File: src/rtl/alu_dispatch.sv
// Request FIFO (4 deep) in front of an external combinational ALU, with one output response register.
// Optional macro ALU_DISPATCH_STATS_EN adds the op_count response counter port.
module alu_dispatch (
    input  logic        clk,
    input  logic        rst,
    input  logic        req_valid,
    output logic        req_ready,
    input  logic [15:0] req_op1,
    input  logic [15:0] req_op2,
    input  logic [3:0]  req_alu_op,
    input  logic [3:0]  req_tag,
    output logic [15:0] alu_op1,
    output logic [15:0] alu_op2,
    output logic [3:0]  alu_op_code,
    input  logic [15:0] alu_result,
    input  logic        alu_zero,
    output logic        rsp_valid,
    input  logic        rsp_ready,
    output logic [15:0] rsp_result,
    output logic        rsp_zero,
    output logic [3:0]  rsp_tag,
    output logic        rsp_illegal
`ifdef ALU_DISPATCH_STATS_EN
    ,output logic [15:0] op_count
`endif
);
    logic [15:0] r_op1 [0:3];
    logic [15:0] r_op2 [0:3];
    logic [3:0]  r_op  [0:3];
    logic [3:0]  r_tag [0:3];
    logic [1:0]  r_wptr, r_rptr;
    logic [2:0]  r_count;

    logic        r_rsp_valid;
    logic [15:0] r_rsp_result;
    logic        r_rsp_zero;
    logic [3:0]  r_rsp_tag;
    logic        r_rsp_illegal;

    logic w_empty, w_full, w_push, w_pop;

    assign w_empty   = (r_count == 3'd0);
    assign w_full    = (r_count == 3'd4);
    // Ready depends only on occupancy, so a full FIFO refuses even when it pops this edge.
    assign req_ready = !w_full;
    assign w_push    = req_valid && !w_full;
    assign w_pop     = !w_empty && (!r_rsp_valid || rsp_ready);

    assign alu_op1     = w_empty ? 16'd0 : r_op1[r_rptr];
    assign alu_op2     = w_empty ? 16'd0 : r_op2[r_rptr];
    assign alu_op_code = w_empty ? 4'd0  : r_op[r_rptr];

    always_ff @(posedge clk) begin
        if (w_push) begin
            r_op1[r_wptr] <= req_op1;
            r_op2[r_wptr] <= req_op2;
            r_op[r_wptr]  <= req_alu_op;
            r_tag[r_wptr] <= req_tag;
        end
    end

    always_ff @(posedge clk) begin
        if (rst) begin
            r_wptr  <= 2'd0;
            r_rptr  <= 2'd0;
            r_count <= 3'd0;
        end else begin
            if (w_push) r_wptr <= r_wptr + 2'd1;
            if (w_pop)  r_rptr <= r_rptr + 2'd1;
            case ({w_push, w_pop})
                2'b10:   r_count <= r_count + 3'd1;
                2'b01:   r_count <= r_count - 3'd1;
                default: r_count <= r_count;
            endcase
        end
    end

    always_ff @(posedge clk) begin
        if (rst) begin
            r_rsp_valid   <= 1'b0;
            r_rsp_result  <= 16'd0;
            r_rsp_zero    <= 1'b0;
            r_rsp_tag     <= 4'd0;
            r_rsp_illegal <= 1'b0;
        end else if (w_pop) begin
            r_rsp_valid   <= 1'b1;
            r_rsp_result  <= alu_result;
            r_rsp_zero    <= alu_zero;
            r_rsp_tag     <= r_tag[r_rptr];
            r_rsp_illegal <= (r_op[r_rptr] > 4'd8);
        end else if (rsp_ready) begin
            r_rsp_valid   <= 1'b0;
        end
    end

    assign rsp_valid   = r_rsp_valid;
    assign rsp_result  = r_rsp_result;
    assign rsp_zero    = r_rsp_zero;
    assign rsp_tag     = r_rsp_tag;
    assign rsp_illegal = r_rsp_illegal;

`ifdef ALU_DISPATCH_STATS_EN
    logic [15:0] r_op_count;
    always_ff @(posedge clk) begin
        if (rst)
            r_op_count <= 16'd0;
        else if (r_rsp_valid && rsp_ready && (r_op_count != 16'hFFFF))
            r_op_count <= r_op_count + 16'd1;
    end
    assign op_count = r_op_count;
`endif
endmodule
File: config.mk
export PLATFORM = sky130hd
export DESIGN_NAME = alu_dispatch
export DESIGN_NICKNAME = d
export VERILOG_FILES = /design/src/rtl/alu_dispatch.sv
export SDC_FILE = /design/constraint.sdc
export NUM_CORES = 1
export LEC_CHECK = 0
export BUFFER_PORTS_ARGS = -buffer_cell sky130_fd_sc_hd__buf_2
export CAP_MARGIN = 20
export CORE_MARGIN = 3
export CORE_UTILIZATION = 36
export CTS_CLUSTER_SIZE = 28
export DETAILED_ROUTE_END_ITERATION = 10
export SLEW_MARGIN = 20
export SYNTH_ARGS = -nofsm -noshare
export SYNTH_HDL_FRONTEND = slang
export SYNTH_SLANG_ARGS = --single-unit
File: constraint.sdc
create_clock -name clk -period 2.7 [get_ports clk]
set_input_delay 0.54 -clock clk [delete_from_list [all_inputs] [get_ports clk]]
set_output_delay 0.54 -clock clk [all_outputs]
set_load 0.1 [all_outputs]
# --- Yosys cells after proc, flatten, opt, wreduce, memory -nomap -nowiden ---
# Memory sizes are Yosys's and may differ from the RTL's. A register that Yosys moved wholly into a read port is not among the register bits.
# Index checks and enable logic that the tools add are counted.
word_totals:
  output_inout_bits: 60
  elab_cells: 42
  ramBits: 160
  input_bits: 61
  n_memories: 4
  ff_bits: 26
op_classes:
  n_mux: 14
  n_eq_ne: 3
  n_reduce_logical: 9
  n_lt_le_gt_ge: 1
  addsub: 4
mem_list:
  columns: ["memory", "words", "width", "read_ports", "rd_ports_with_merged_regs", "write_ports", "line_no", "rtl"]
  rows:
  - ["r_op1", 4, 16, 1, 1, 1, "27", "logic [15:0] r_op1 [0:3];"]
  - ["r_op2", 4, 16, 1, 1, 1, "28", "logic [15:0] r_op2 [0:3];"]
  - ["r_op", 4, 4, 1, 1, 1, "29", "logic [3:0] r_op [0:3];"]
  - ["r_tag", 4, 4, 1, 1, 1, "30", "logic [3:0] r_tag [0:3];"]
op_table:
  columns: ["cell", "count"]
  rows:
  - ["$mux 16", 2]
  - ["$mux 2", 6]
  - ["$pmux 3 s2", 1]
  - ["$add 2x1->2 const B", 2]
  - ["$gt 4x4->1 const B", 1]
  - ["$mux 1", 4]
  - ["$mux 4", 1]
  - ["$reduce_bool 2->1", 2]
  - ["$add 3x1->3 const B", 1]
  - ["$eq 3x3->1 const B", 1]
  - ["$logic_not 1->1", 3]
  - ["$logic_not 3->1", 1]
  - ["$sub 3x1->3 const B", 1]
  - ["$eq 2x1->1 const B", 1]
  - ["$eq 2x2->1 const B", 1]
  - ["$logic_and 1x1->1", 2]
  - ["$logic_or 1x1->1", 1]

# --- Longest topological paths before layout ---
# Gate-level depths: netlist of the first run.
logic_depth:
  word_depth: 5
  ltp_mapped: 10
  depth_no_buf: 9

# --- Least setup slack after synthesis of the first run ---
# OpenSTA, ideal clock, no wires.
synth_timing:
  kind: "reg2out"
  startpoint: "register with a tool-made name"
  endpoint: "output alu_op1[0]"
  stages_incl_launch_ff: 5
  required_ns: 2.160
  arrival_time_ns: 2.408
  n_path_buf: 2
  setup_slack_ns: -0.248
  cell_sequence: "dfxtp_1 > buf_2 > clkbuf_1 > mux4_2 > nor2b_1"
synth_rtl:
  columns: ["element", "line_no", "rtl"]
  rows:
  - ["to (decl)", "12", "output logic [15:0] alu_op1,"]

==> metrics.md, run 1 <==
| Metric | Value |
|---|---|
| Final Hold Viols | 0 |
| # placed instances | 779 |
| Synthesized area per cell | 18.2 sq um |
| Run status | finished, final reports clean |
| Worst-Skew Late Latency | 0.42 ns |
| Post-route cell area | 0.00903 sq mm |
| Post-layout min period | 2.56 ns |
| Non-Filler Instances | 813 |
| Share of cells above drive strength 1 | 44.9% |
| Worst Setup End Kind | output pin |
| Largest net degree at the start of global routing | 32 |
| CP required | 2.16 ns |
| Total grt overflow | 0 |
| CTS Sinks | 192 |
| GPL Wtd Cong | 0.703 |
| Buf+Inv Stages, Crit Path | 2 |
| Final setup TNS | 0 ns |
| Detail Route Antenna Nets | 0 |
| Die area | 0.0218 sq mm |
| Die X | 148 um |
| Hold_buf cts | 0 |
| Sequential fraction of the synthesis area | 75.3% |
| CTS Buf Count | 17 |
| Layout Skew | 0.00731 ns |
| H-tree Lvls | 4 |
| RSZ-0062 raised after global routing | no |
| Cell Area, Placed | 0.00838 sq mm |
| Vias in the first global route | 4,150 |
| Clk root buf | clkbuf_16 |
| Number of port buffers | 120 |
| Fill cells | 1,722 |
| Cell family with most CP delay | buffers and inverters |
| First-pass GRT wire length | 22.9 mm |
| # DRC | 0 |
| Area grow syn2layout | 24.9% |
| Mapped cell area | 0.00723 sq mm |
| Crit Path Category | flop to output pin |
| Largest cells by area after synthesis | edfxtp_1 66%, mux4_2 12%, dfxtp_1 8.9%, nor2b_1 3.1%, nand2_1 2.3% |
| Mean routed wirelength per cell | 17.6 um |
| Post-synthesis sequential element count | 192 |
| Post-Syn Nets | 465 |
| Tot GR Track Use | 13.8% |
| Rows | 51 |
| Initial antenna violation count | 3 |
| Drt pass-1 iters | 4 |
| Slowest cell on the critical path | mux4_2 |
| IO Pins | 121 |
| Starting Density | 36.9% |
| Final worst-path cycle share | 94.9% |
| Post-Route WL | 14.3 mm |
| Clock slew at reported path FFs | 0.07 ns |
| Commonest non-fill, non-tap cell in the layout | edfxtp_1 |
| Worst-Margin Slew | 0.555 ns |
| WP data arrival | 2.02 ns |
| Detailed Route Iter0 Violations | 172 |
| Ant diodes | 0 |
| Crit path cell chain | buf_4 -> mux4_2 -> nor2b_2 -> buf_2 |
| Max Slew Vio Count | 0 |
| CP Launch Type | flop |
| CTS Buffer Depth | 2 |
| Layout Nets | 602 |
| FMAX | 0.390 GHz |
| DR vias | 3,835 |
| Clock tree from TritonCTS | yes |
| Hold crit path type | input pin to flop |
| Cells after synthesis | 398 |
| Most frequent cells in the layout | 160 x edfxtp_1, 120 x buf_2, 45 x nand2_1, 40 x mux4_2 |
| Chip Height | 148 um |
| Placeable Area | 0.0196 sq mm |
| Synthesis Warnings | 0 |
| Top-area cell type share of the netlist area | 66.5% |
| Vias per cell | 4.72 |
| Max_cap viols | 0 |
| Synth cell types | 25 |
| Slew HR | 63.0% |
| # setup viols final | 0 |
| CP max FO | 6 |
| Largest area contributor in the netlist | edfxtp_1 |
| Post-DP HPWL | 9.34 mm |
| Worst path max stage delay | 0.50 ns |
==> Yosys cell counts <==
master    count
nor3_1        1
and2_1        1
fa_1          1
nor2_1        7
nand3b_1      1
a21oi_1      26
mux4_2       40
buf_2         8
buf_6         1
xor2_1        3
dfxtp_1      32
nor2b_1      36
or3_1         2
nand3_1       1
or3b_1        1
nand2b_1      2
edfxtp_1    160
nand2_1      45
clkbuf_1     10
and3_1        4
xnor2_1       2
ha_1          5
buf_1         1
inv_1         7
o21ai_0       1
==> cell families after synthesis <==
kind of cell | share of synthesized area, %
xor gates and xnor gates | 0.606
DFF | 75.3
buffers and inverters | 1.64
and+or+nand+nor | 6.96
AOI/OAI and AO/OA | 1.87
adders and majority gates | 1.14
muxes | 12.5
==> sequential cells by signal, indices dropped and copies added, names as in the netlist, named ones only <==
register / count
r_count: 3
r_op: 16
r_op1: 64
r_op2: 64
r_rptr: 2
r_tag: 16
r_wptr: 2
rsp_illegal: 1
rsp_result: 16
rsp_tag: 4
rsp_valid: 1
rsp_zero: 1
==> per-stage QoR <==
step | hold WS [ns] | util [%] | setup slack (ns)
CTS | 0.311 | 46.1 | 0.00306
global placement | 0.440 | 42.8 | 0.306
floorplan | 0.467 | - | 0.0333
detailed placement | 0.444 | 42.8 | 0.183
finish | 0.331 | 46.1 | 0.139
global route | 0.311 | 46.1 | 0.0408
==> final cells by class <==
type,instances,area (sq um),area share (%)
tap,265,332,3.67
clock buffer,27,599,6.64
sequential,192,5450,60.4
multi-input combinational,179,1750,19.4
clock inverter,5,31.3,0.346
timing repair buffer,138,840,9.30
inverter,7,26.3,0.291
==> path summary, 6_finish.rpt <==
path	startpoint	end	slack, ns	cells after the start
max reg2reg	r_count[2]	r_count[2]	0.15	9
min	req_op2[1]	r_op2[0][1]	0.33	1
max	flop	alu_op1[0]	0.14	4
min reg2reg	rsp_result[1]	rsp_result[1]	0.45	2
==> what timing repair did <==
item / 4_1_cts / 5_1_grt
resized for setup: 0 / 2
setup endpoints to repair: 11 / 24
buffers inserted: 2 / 0
==> worst reg2reg max path, cell delays in order (launching register included) <==
cell and delay (ns):
dfxtp_1 0.40, or3b_2 0.53, and2_1 0.23, inv_1 0.09, ha_1 0.19, inv_1 0.07, fa_1 0.37, xor2_1 0.16
or3_1 0.32, a21oi_1 0.14
==> per-layer routing <==
metal  GRT usage (%)  wire length [um]
met1            17.9              6310
met2            22.3              6800
met3            4.14               876
met4            4.71               278
met5               0                35
Power of run 1 is not shown: default switching activity piles up to over one toggle a cycle in this logic, so the estimate is an artifact.
==> run 2, diff against run 1 <==
--- a/config.mk
+++ b/config.mk
@@ -11,6 +11,7 @@
 export CORE_UTILIZATION = 36
 export CTS_CLUSTER_SIZE = 28
 export DETAILED_ROUTE_END_ITERATION = 10
+export PLACE_DENSITY = 0.56
 export SLEW_MARGIN = 20
 export SYNTH_ARGS = -nofsm -noshare
 export SYNTH_HDL_FRONTEND = slang
==> run 2 against run 1 <==
Sequential share of layout area up 1.0 points. Clock skew about the same. Largest cell class unchanged. Routed wire length up 0.69%. Worst hold slack worse by 0.0048 ns. Cell count down 0.86%. Die area unchanged. Flip-flop and latch count unchanged. Maximum frequency down 1.5%.
==> metrics.md, run 2 (synthesis results as in run 1) <==
| Metric | Value |
|---|---|
| Area grow syn2layout | 22.7% (was 24.9%) |
| FF-to-FF path depth | 9 (unchanged) |
| First-pass GRT wire length | 22.2 mm (was 22.9 mm) |
| Detailed Route Iter0 Violations | 165 (was 172) |
| CTS Buf Count | 17 (unchanged) |
| Multi-input logic area | 0.00175 sq mm (unchanged) |
| Share of cells above drive strength 1 | 43.4% (was 44.9%) |
| Die area | 0.0218 sq mm (unchanged) |
| Routed length on met2 | 7.18 mm (was 6.80 mm) |
| Worst-Skew Late Latency | 0.42 ns (about the same) |
| Clk root buf | clkbuf_16 (unchanged) |
| Top Registers | r_op1 x64, r_op2 x64 (unchanged) |
| Drt pass-1 iters | 4 (unchanged) |
| Starting Density | 36.9% (unchanged) |
| Most frequent cells in the layout | 160 x edfxtp_1, 116 x buf_2, 45 x nand2_1, 40 x mux4_2 (was 160 x edfxtp_1, 120 x buf_2, 45 x nand2_1, 40 x mux4_2) |
| Total grt overflow | 0 (unchanged) |
| Post-DP HPWL | 8.74 mm (was 9.34 mm) |
| Final worst-path cycle share | 96.3% (was 94.9%) |
| Mean routed wirelength per cell | 17.9 um (was 17.6 um) |
| Die X | 148 um (unchanged) |
| WP data arrival | 2.06 ns (was 2.02 ns) |
| # setup viols final | 0 (unchanged) |
| Layout Nets | 595 (was 602) |
| Crit Path Category | flop to output pin (unchanged) |
| Rows | 51 (unchanged) |
| CTS Sinks | 192 (unchanged) |
| # placed instances | 773 (was 779) |
| Placement Setup Slack | 0.183 ns (about the same) |
| Run status | finished, final reports clean (unchanged) |
| Initial antenna violation count | 3 (unchanged) |
| R2r startpoint | r_count[2] (unchanged) |
| Post-CTS Setup Bufs | 0 (was 2) |
| Seq. cell area | 0.00545 sq mm (about the same) |
| Vias in the first global route | 4,073 (was 4,150) |
| Placeable Area | 0.0196 sq mm (unchanged) |
| H-tree Lvls | 4 (unchanged) |
| # DRC | 0 (unchanged) |
| Worst path max stage delay | 0.51 ns (was 0.50 ns) |
| RSZ-0062 raised after global routing | no (unchanged) |
| IO Pins | 121 (unchanged) |
| Slew HR | 64.0% (was 63.0%) |
| Wl on met1 | 6.03 mm (was 6.31 mm) |
| CP Launch Type | flop (unchanged) |
| Clock tree from TritonCTS | yes (unchanged) |
| Layout Skew | 0.00779 ns (was 0.00731 ns) |
| Number of port buffers | 120 (unchanged) |
| Core Util, Final | 45.3% (was 46.1%) |
| GPL Wtd Cong | 0.685 (was 0.703) |
| Top routing layer used | met5 (unchanged) |
| CTS Buffer Depth | 2 (unchanged) |
| Reg-to-Reg End | r_count[2] (unchanged) |
| Detail Route Antenna Nets | 0 (unchanged) |
| Hold Path Sink | r_op1[2][3] (was r_op2[0][1]) |
| Ant diodes | 0 (unchanged) |
| Non-Filler Instances | 806 (was 813) |
| Worst Setup End Kind | output pin (unchanged) |
| Final setup TNS | 0 ns (unchanged) |
| Slowest cell on the critical path | mux4_2 (unchanged) |
| Chip Height | 148 um (unchanged) |
| Largest net degree at the start of global routing | 41 (was 32) |
| CP required | 2.16 ns (about the same) |
| Max Slew Vio Count | 0 (unchanged) |
| Crit path cell chain | clkbuf_16 -> mux4_2 -> nor2b_2 -> buf_2 (was buf_4 -> mux4_2 -> nor2b_2 -> buf_2) |
| DR vias | 3,765 (was 3,835) |
| Hold crit path type | input pin to flop (unchanged) |
| Met3 wire length | 975 um (was 876 um) |
| PnR worst setup slack | 0.101 ns (was 0.139 ns) |
| CP max FO | 18 (was 6) |
| FMAX | 0.385 GHz (was 0.390 GHz) |
| Final Hold Viols | 0 (unchanged) |
| Hold depth | 1 (unchanged) |
| Min-delay src | req_op1[3] (was req_op2[1]) |
| Vias per cell | 4.67 (was 4.72) |
| Tot GR Track Use | 13.6% (was 13.8%) |
| Clock slew at reported path FFs | 0.07 ns (about the same) |
| Post-Route WL | 14.4 mm (was 14.3 mm) |
| Worst-Margin Slew | 0.540 ns (was 0.555 ns) |
| R2R Setup Slk | 0.15 ns (about the same) |
| Hold_buf cts | 0 (unchanged) |
| Post-layout min period | 2.60 ns (was 2.56 ns) |
| Fill cells | 1,733 (was 1,722) |
| Max_cap viols | 0 (unchanged) |
| Commonest non-fill, non-tap cell in the layout | edfxtp_1 (unchanged) |
## run 2: cell count changes in the layout (fill, tap and decap cells not counted), sizes merged
cell and delta:
buf -8, clkbuf -8, clkinv +8, clkinvlp +1
## run 2: cell type report
type	count	share of cell area [%]
well taps	265	3.74
flip-flops and latches	192	61.4
inverters	7	0.296
multi-input cells	179	19.7
clock inverters	14	1.04
repair buffers	131	8.94
clock buffers	18	4.84
## run 2: worst max-delay path: cells and delay by family (launching register included)
kind          cells  cell delay [ns]
mux               1             0.51
buf+inv           2             0.54
simple gates      1             0.17
flops             1             0.40
## run 2: metal layers
layer	track usage (%)	vias up
met5	0	-
li1	-	1773
met4	4.61	6
met3	5.06	15
met2	22.3	114
met1	16.7	1857
## run 2: stage by stage
step	hold slack (ns)	area [sq um]
global placement	0.439	8310
detailed placement	0.444	8310
CTS	0.306	8850
finish	0.326	8870
global route	0.311	8870
floorplan	0.467	7300
## run 2: worst max-delay path by stage
stage | startpoint | slack (ns) | endpoint | cells after the start
after floorplan | r_count[0] | 0.03 | r_count[2] | 9
after global placement | r_count[2] | 0.31 | r_count[2] | 9
after detailed placement | r_count[2] | 0.18 | r_count[2] | 9
after CTS | flop | 0.003 | alu_op1[2] | 4
after global routing | flop | 0.02 | alu_op1[15] | 4
final | flop | 0.10 | alu_op1[9] | 4
## run 2: repair_timing
action | in CTS | in global routing
gates resized for setup | 5 | 0
setup endpoints to repair | 11 | 35
gates cloned | 0 | 1
Power of run 2 is left out for the same reason.
